===== src/rtl/mc_ifetch_port_pkg.sv =====
// rtl/mc_ifetch_port_pkg.sv - shared types and FSM encoding for the instruction-fetch memory port
package mc_ifetch_port_pkg;

    localparam int MCIF_BYTE_W = 8;
    localparam logic [31:0] MCIF_BLANK_ADDR = 32'h0000_0000;
    localparam logic MCIF_TRUE  = 1'b1;
    localparam logic MCIF_FALSE = 1'b0;

    typedef enum logic [1:0] {
        MCIF_IDLE  = 2'd0,
        MCIF_ISSUE = 2'd1,
        MCIF_DRAIN = 2'd2,
        MCIF_DONE  = 2'd3
    } mcif_state_t;

endpackage


===== src/rtl/mc_ifetch_port.sv =====
// rtl/mc_ifetch_port.sv - fetches four RAM bytes per PC and returns a little-endian instruction word
// Optional one-entry fetch reuse register: MC_IFETCH_REUSE_EN
module mc_ifetch_port
    import mc_ifetch_port_pkg::*;
#(
    parameter int INST_BYTES = 4,
    parameter int ADDR_W     = 32
) (
    input  logic                          clk_in,
    input  logic                          rst_in,
    input  logic                          rdy_in,
    input  logic                          if_to_mc_valid,
    input  logic [ADDR_W-1:0]             if_to_mc_PC,
    input  logic                          flush_in,
    input  logic                          mem_gnt,
    input  logic [MCIF_BYTE_W-1:0]        mem_din,
    output logic [ADDR_W-1:0]             mem_a,
    output logic                          mem_wr,
    output logic                          mc_to_if_busy,
    output logic                          mc_to_if_ready,
    output logic [MCIF_BYTE_W*INST_BYTES-1:0] mc_to_if_inst
);

    localparam int INST_W = MCIF_BYTE_W * INST_BYTES;
    localparam int LANE_W = MCIF_BYTE_W * (INST_BYTES - 1);
    localparam logic [1:0] K_LAST = 2'(INST_BYTES - 1);

    mcif_state_t         state;
    logic [ADDR_W-1:0]   pc;
    logic [1:0]          k;
    // pend: the address presented last cycle was granted, so mem_din now carries its byte
    logic                pend;
    logic [LANE_W-1:0]   lanes;

`ifdef MC_IFETCH_REUSE_EN
    logic                reuse_valid;
    logic [ADDR_W-1:0]   reuse_pc;
    logic [INST_W-1:0]   reuse_inst;
    logic                reuse_hit;

    assign reuse_hit = reuse_valid && (reuse_pc == if_to_mc_PC);
`endif

    assign mem_wr         = MCIF_FALSE;
    assign mc_to_if_ready = (state == MCIF_DONE) && !flush_in && rdy_in;

    always_ff @(posedge clk_in) begin
        if (rst_in) begin
            state         <= MCIF_IDLE;
            pc            <= '0;
            k             <= '0;
            pend          <= MCIF_FALSE;
            lanes         <= '0;
            mem_a         <= ADDR_W'(MCIF_BLANK_ADDR);
            mc_to_if_busy <= MCIF_FALSE;
            mc_to_if_inst <= '0;
`ifdef MC_IFETCH_REUSE_EN
            reuse_valid   <= MCIF_FALSE;
            reuse_pc      <= '0;
            reuse_inst    <= '0;
`endif
        end else if (rdy_in) begin
            if (flush_in) begin
                // Abort: any byte still in flight is simply never captured.
                state         <= MCIF_IDLE;
                k             <= '0;
                pend          <= MCIF_FALSE;
                mc_to_if_busy <= MCIF_FALSE;
            end else begin
                case (state)
                    MCIF_IDLE: begin
                        if (if_to_mc_valid) begin
                            pc            <= if_to_mc_PC;
                            k             <= '0;
                            pend          <= MCIF_FALSE;
                            mc_to_if_busy <= MCIF_TRUE;
`ifdef MC_IFETCH_REUSE_EN
                            if (reuse_hit) begin
                                mc_to_if_inst <= reuse_inst;
                                state         <= MCIF_DONE;
                            end else begin
                                mem_a <= if_to_mc_PC;
                                state <= MCIF_ISSUE;
                            end
`else
                            mem_a <= if_to_mc_PC;
                            state <= MCIF_ISSUE;
`endif
                        end
                    end
                    MCIF_ISSUE: begin
                        if (pend) begin
                            lanes <= {mem_din, lanes[LANE_W-1:MCIF_BYTE_W]};
                        end
                        if (mem_gnt) begin
                            pend <= MCIF_TRUE;
                            if (k == K_LAST) begin
                                state <= MCIF_DRAIN;
                            end else begin
                                mem_a <= pc + ADDR_W'(k) + ADDR_W'(1);
                                k     <= k + 2'd1;
                            end
                        end else begin
                            // Address is held and re-presented once the grant returns.
                            pend <= MCIF_FALSE;
                        end
                    end
                    MCIF_DRAIN: begin
                        mc_to_if_inst <= {mem_din, lanes};
                        pend          <= MCIF_FALSE;
                        k             <= '0;
                        state         <= MCIF_DONE;
                    end
                    MCIF_DONE: begin
                        mc_to_if_busy <= MCIF_FALSE;
                        state         <= MCIF_IDLE;
`ifdef MC_IFETCH_REUSE_EN
                        reuse_valid   <= MCIF_TRUE;
                        reuse_pc      <= pc;
                        reuse_inst    <= mc_to_if_inst;
`endif
                    end
                    default: state <= MCIF_IDLE;
                endcase
            end
        end
    end

endmodule


===== config.mk =====
export PLATFORM = sky130hd
export DESIGN_NAME = mc_ifetch_port
export DESIGN_NICKNAME = d
export VERILOG_FILES = /design/src/rtl/mc_ifetch_port_pkg.sv /design/src/rtl/mc_ifetch_port.sv
export SDC_FILE = /design/constraint.sdc
export NUM_CORES = 1
export LEC_CHECK = 0
export BUFFER_PORTS_ARGS = -buffer_cell sky130_fd_sc_hd__buf_2
export CORE_MARGIN = 1.5
export CORE_UTILIZATION = 55
export CTS_BUF_LIST = sky130_fd_sc_hd__clkbuf_8 sky130_fd_sc_hd__clkbuf_16
export DETAILED_ROUTE_END_ITERATION = 7
export PLACE_DENSITY = 0.76
export REMOVE_ABC_BUFFERS = 1
export SYNTH_ARGS = -nofsm -noshare
export SYNTH_HDL_FRONTEND = slang
export SYNTH_SLANG_ARGS = --single-unit

===== constraint.sdc =====
create_clock -name clk_in -period 3 [get_ports clk_in]
set_input_delay 0.45 -clock clk_in [delete_from_list [all_inputs] [get_ports clk_in]]
set_output_delay 0.45 -clock clk_in [all_outputs]
set_load 0.01 [all_outputs]

==> flow_summary.json, run 1 <==
{
  "setup_viol": 0,
  "startpoint_type": "flip-flop",
  "synth-async-reset-ratio": 0,
  "clk_pin_slew_worst_paths_ns": 0.06,
  "synth_top_area_frac": 0.4506,
  "overflow": 0,
  "ant_nets": 0,
  "path_cells": "inv_1, ha_1, fa_1, and4b_1, nand3_2, or3_1, a31o_1, a21oi_1",
  "final_nets": 860,
  "fp.coreArea_mm2": 0.009819,
  "track_usage": 0.2581,
  "io_buffers": 111,
  "critical-path-slowest-cell": "and4b_1",
  "clock.fmax_mhz": 391.0,
  "p_per_area_mw_per_mm2": 594.9,
  "placed_cells": 920,
  "p_leak_uw": 0.002605,
  "dr.pass1.iters": 5,
  "synth_cell_types": 52,
  "clkLatencyLatePin_ns": 0.51,
  "rsz0062_at_grt": "no",
  "dpl.hpwl_mm": 8.882,
  "finalCriticalPeriod_ns": 2.558,
  "synthCells": 711,
  "ctsLongestPathBuffers": 2,
  "ys_warn_count": 0,
  "cts_setup_buffers": 0,
  "arrival_ns": 2.99,
  "yosys-top-cells-area": "dfxtp_1, nand2_1, a21oi_1, xnor2_1, clkbuf_1",
  "critPathTopFamily": "simple AND/OR/NAND/NOR gates",
  "layout.cells.non_filler": 952,
  "end_kind": "flip-flop",
  "numCtsBuffers": 17,
  "grt_max_degree": 58,
  "hold_violations": 0,
  "cts.repair.resized": 0,
  "yosysSeqAreaShare": 0.4506,
  "timing.critical_path.buf_inv": 1,
  "swShare": 0.2318,
  "pwr-share-seq": 0.429,
  "critPathRequiredTime_ns": 3.44,
  "die_area_mm2": 0.01079,
  "hp-class": "in -> reg",
  "hold_buffers": 0,
  "boundaryPins": 113,
  "drive_gt1_frac": 0.2149,
  "grt_pass1_vias": 4952,
  "dr.first_iter.drc_count": 301,
  "power_switching_uw": 941.8,
  "slew_viol_final": 0,
  "die_x_um": 103.9,
  "clockRootBuffer": "clkbuf_8",
  "die_y_um": 103.9,
  "maxSlewHeadroom": 0.3622,
  "fin_skew_ns": 0.008382,
  "maxCapViolCount": 0,
  "route.vias.total": 5255,
  "avgSynthCellArea_um2": 7.873,
  "pwr-share-clk": 0.507,
  "antenna_found_initial": 0,
  "synth-main-ff-cell": "dfxtp_1",
  "comb_power_share": 0.064,
  "area_growth_pct": 21.99,
  "htreeDepth": 4,
  "vdd_drop_max_mv": 0.3375,
  "critPathMaxFanout": 8,
  "cts.sinks": 126,
  "grt_pass1_wl_mm": 23.06,
  "tns_ns": 0,
  "worst_pin_slew_ns": 0.9540,
  "cts_tree": "yes",
  "n_antenna_cell": 0,
  "yosysTopAreaCell": "dfxtp_1",
  "place_congestion": 0.8165,
  "num_rows": 36,
  "fin_crit_sh": 0.8526,
  "ys_ff_latch": 126,
  "synth_edf_count": 0,
  "status": "complete, no violations",
  "wl_per_cell_um": 14.32,
  "start_util": 0.5701,
  "vias_per_cell": 5.520,
  "synth_area_mm2": 0.005598,
  "drc": 0,
  "intPower_uw": 3121,
  "drt-total-wl_mm": 13.64,
  "crit_type": "reg -> reg",
  "max_stage_delay_ns": 0.43
}
metrics by stage:
stage / util / cell area (um2) / power, uW / hold WS [ns] / worst slack (ns)
2_1_floorplan: - / 5386 / 1898 / 0.4260 / -0.2293
3_3_place_gp: 0.6338 / 6223 / 2026 / 0.4354 / 0.6349
3_5_place_dp: 0.6338 / 6223 / 2034 / 0.4398 / 0.5583
4_1_cts: 0.6955 / 6829 / 4093 / 0.1647 / 0.4793
5_1_grt: 0.6955 / 6829 / 4205 / 0.1727 / 0.3174
6_report: 0.6955 / 6829 / 4063 / 0.1871 / 0.4422
final cells by class:
| type | instances | area [um2] |
|---|---|---|
| Timing Repair Buffer | 126 | 670.6 |
| Inverter | 12 | 45.04 |
| Clock buffer | 19 | 441.7 |
| Clock inverter | 13 | 163.9 |
| Tap cell | 133 | 166.4 |
| Fill cell | 773 | 2990 |
| Sequential cell | 126 | 2522 |
| Multi-Input combinational cell | 523 | 2819 |
tightest hold or removal path: stages:
cell	delay (ns)
buf_2	0.10
nand2_1	0.05
a21oi_1	0.05
path summary, 6_finish.rpt:
kind	from	endpoint	slack [ns]	cells after the start
max	k[0]	mem_a[16]	0.44	8
min	if_to_mc_PC[4]	pc[4]	0.19	3
min reg2reg	mem_a[9]	mem_a[9]	0.45	2
max reg2reg	k[0]	mem_a[16]	0.44	8
logic make-up (layout without fill, tap and decap cells):
| logic type | after synthesis | count (layout) | share of synthesized area |
|---|---|---|---|
| compound gates | 175 | 175 | 0.1835 |
| flops | 126 | 126 | 0.4506 |
| mux | 3 | 3 | 0.005588 |
| other cells | 1 | 1 | 0.0006699 |
| fa+ha+maj | 8 | 8 | 0.01922 |
| buf+inv | 62 | 170 | 0.04582 |
| xor+xnor | 28 | 28 | 0.04381 |
| simple gates | 308 | 308 | 0.2508 |
power groups by stage:
stage | combinational (uW) | sequential, uW | clock (uW)
2_1_floorplan | 119 | 1780 | 0
3_3_place_gp | 252 | 1770 | 0
3_5_place_dp | 258 | 1780 | 0
4_1_cts | 260 | 1740 | 2090
5_1_grt | 289 | 1740 | 2170
6_report | 261 | 1740 | 2060
Yosys cell counts, drive strengths merged (2+ instances only):
cell,number
a2111oi,2
a211o,5
a211oi,3
a21o,6
a21oi,111
a31oi,13
and2,9
and3,9
and4,5
buf,8
clkbuf,42
dfxtp,126
ha,7
inv,12
mux2i,2
nand2,208
nand2b,2
nand3,13
nand4,4
nor2,28
nor2b,4
nor3,9
nor4,9
o2111ai,3
o211ai,5
o21ai,17
o22ai,7
or3,6
xnor2,20
xor2,8
state kept, by name, summed over array words and instances, names as in the netlist:
name           cells
mc_to_if_inst     32
mem_a             32
pc                32
lanes             24
k                  2
state              2
mc_to_if_busy      1
pend               1
layer usage:
metal	share of wire	track usage	vias up	wire length, um
met5	0	0	-	0
met1	0.44	0.3201	2458	5979
met3	0.054	0.04762	26	732
li1	-	-	2598	-
met2	0.49	0.4371	173	6646
met4	0.021	0.1151	0	280
cell usage in the layout (no fill, tap or decap), types with 6 or more instances in the layout:
cell       synthesis  final
nand2_1          207    207
dfxtp_1          126    126
a21oi_1          111    111
buf_2              4    110
nor2_1            28     28
xnor2_1           20     20
o21ai_0           17     17
clkbuf_16          0     16
buf_4              1     16
a31oi_1           13     13
inv_1             12     12
nand3_1           11     11
and3_1             9      9
xor2_1             8      8
o22ai_1            7      7
nor3_1             7      7
ha_1               7      7
or3_1              6      6
a21o_1             6      6
and2_0             6      6
Power figures use the tool's default switching activity.
==> run 2: changes to the inputs <==
--- a/config.mk
+++ b/config.mk
@@ -7,10 +7,10 @@
 export LEC_CHECK = 0
 export BUFFER_PORTS_ARGS = -buffer_cell sky130_fd_sc_hd__buf_2
 export CORE_MARGIN = 1.5
-export CORE_UTILIZATION = 55
+export CORE_UTILIZATION = 59
 export CTS_BUF_LIST = sky130_fd_sc_hd__clkbuf_8 sky130_fd_sc_hd__clkbuf_16
 export DETAILED_ROUTE_END_ITERATION = 7
-export PLACE_DENSITY = 0.76
+export PLACE_DENSITY = 0.81
 export REMOVE_ABC_BUFFERS = 1
 export SYNTH_ARGS = -nofsm -noshare
 export SYNTH_HDL_FRONTEND = slang
==> constraint.sdc (replaced) <==
create_clock -name clk_in -period 3.1 [get_ports clk_in]
set_input_delay 0.465 -clock clk_in [delete_from_list [all_inputs] [get_ports clk_in]]
set_output_delay 0.465 -clock clk_in [all_outputs]
set_load 0.01 [all_outputs]
==> run 2 against run 1 <==
Net effect:
- critical path depth unchanged
- sequential power decreased by 3%
- clock power down 7%
==> flow_summary.json, run 2 (same netlist as run 1, synthesis figures left out) <==
{
  "vias_per_cell": 5.651,
  "vdd_drop_max_mv": 0.3965,
  "die_area_mm2": 0.01008,
  "critical-path-slowest-cell": "fa_1",
  "top_regs": "mc_to_if_inst: 32 flops, mem_a: 32 flops, pc: 32 flops",
  "cts.sinks": 126,
  "clock.fmax_mhz": 389.2,
  "cts_tree": "yes",
  "power_switching_uw": 898.8,
  "layout_commonest_cell": "nand2_1",
  "tns_ns": 0,
  "start_util": 0.6058,
  "io_buffers": 111,
  "fin_crit_sh": 0.8288,
  "die_x_um": 100.4,
  "fin_skew_ns": 0.01047,
  "hold_buffers": 0,
  "slew_viol_final": 0,
  "placed_area_mm2": 0.006203,
  "area_growth_pct": 21.05,
  "end_kind": "flip-flop",
  "antenna_found_initial": 0,
  "drive_gt1_frac": 0.2096,
  "maxCapViolCount": 0,
  "drt-total-wl_mm": 14.22,
  "grt_pass1_vias": 5173,
  "dr.pass1.iters": 5,
  "finalCriticalPeriod_ns": 2.569,
  "clockRootBuffer": "clkbuf_8",
  "grt_max_degree": 77,
  "maxSlewHeadroom": 0.5124,
  "critPathMaxFanout": 8,
  "num_rows": 35,
  "final_cell_mix": "nand2_1, dfxtp_1, a21oi_1",
  "fin_util": 0.7334,
  "boundaryPins": 113,
  "htreeDepth": 4,
  "worst_pin_slew_ns": 0.7314,
  "fill_cells": 741,
  "startpoint_type": "flip-flop",
  "track_usage": 0.2909,
  "fp.coreArea_mm2": 0.009240,
  "intPower_uw": 2946,
  "dr.first_iter.drc_count": 346,
  "overflow": 0,
  "cts_setup_buffers": 0,
  "cts.repair.resized": 0,
  "multi_input_area_mm2": 0.002819,
  "holdWs_ns": 0.1927,
  "swShare": 0.2338,
  "numCtsBuffers": 17,
  "status": "complete, no violations",
  "p_per_area_mw_per_mm2": 567.4,
  "pwr-share-seq": 0.439,
  "hp-class": "in -> reg",
  "grt_pass1_wl_mm": 23.36,
  "wl_per_cell_um": 15.05,
  "ctsLongestPathBuffers": 2,
  "n_antenna_cell": 0,
  "drc": 0,
  "route.vias.total": 5340,
  "clk_pin_slew_worst_paths_ns": 0.06,
  "comb_power_share": 0.065,
  "place_congestion": 0.8886,
  "ant_nets": 0,
  "critPathRequiredTime_ns": 3.50,
  "clkLatencyLatePin_ns": 0.51,
  "area.sequential_mm2": 0.002522,
  "path_cells": "inv_1, ha_1, fa_1, and4b_1, nand3_2, nor3_2, xnor2_1, a2111oi_2",
  "setup_viol": 0,
  "hold_violations": 0,
  "pwr-share-clk": 0.496,
  "max_stage_delay_ns": 0.42,
  "die_y_um": 100.4,
  "fin_area_mm2": 0.006777,
  "arrival_ns": 2.97,
  "rsz0062_at_grt": "no",
  "final_nets": 858,
  "dpl.hpwl_mm": 9.144,
  "crit_type": "reg -> reg",
  "p_leak_uw": 0.002582
}
-- run 2: changes by cell type in the layout (fill, tap and decap cells not counted) --
cell | before | now
bufinv_16 | 3 | 2
clkinv_2 | 3 | 2
clkbuf_8 | 3 | 4
clkinvlp_4 | 2 | 3
buf_4 | 16 | 14
clkinv_4 | 4 | 1
inv_1 | 12 | 14
-- run 2: layer usage --
metal | part of all wire | vias to the layer above | global-route usage
met5 | 0 | - | 0
met4 | 0.030 | 0 | 0.1538
met3 | 0.065 | 38 | 0.05710
met2 | 0.50 | 241 | 0.5097
met1 | 0.41 | 2459 | 0.3352
li1 | - | 2602 | -
-- run 2: worst max-delay path, delay by kind of cell, from the launching register on --
family                     cells  cell delay (ns)
DFF                            1             0.39
xor gates and xnor gates       1             0.12
buffers and inverters          1             0.08
adders and majority gates      2             0.62
AOI/OAI and AO/OA              1             0.39
and+or+nand+nor                3             0.86
-- run 2: cell type report --
class / instances / share of cell area
Timing Repair Buffer: 124 / 0.09675
Sequential cell: 126 / 0.3722
Clock buffer: 20 / 0.06721
Tap cell: 129 / 0.02382
Multi-Input combinational cell: 523 / 0.4160
Inverter: 12 / 0.006647
Clock inverter: 11 / 0.01736
-- run 2: final timing paths --
path                   start  cells after the start  slack, ns               end
max                     k[0]                      8       0.53         mem_a[22]
min          if_to_mc_PC[31]                      3       0.19            pc[31]
min reg2reg         lanes[1]                      2       0.45  mc_to_if_inst[1]
max reg2reg             k[0]                      8       0.53         mem_a[22]
-- run 2: power groups by stage --
| stage | Clock, uW | Sequential (uW) | Combinational [uW] |
|---|---|---|---|
| 2_1_floorplan | 0 | 1720 | 115 |
| 3_3_place_gp | 0 | 1720 | 240 |
| 3_5_place_dp | 0 | 1720 | 247 |
| 4_1_cts | 1920 | 1690 | 250 |
| 5_1_grt | 2010 | 1690 | 277 |
| 6_report | 1910 | 1690 | 252 |
-- run 2: through the flow --
step,worst slack [ns],total power [uW],instances
after global placement,0.7053,1957,914
after detailed placement,0.6484,1966,914
final,0.5306,3845,945
after CTS,0.5765,3857,945
after floorplan,-0.1293,1837,661
after global routing,0.4713,3975,945
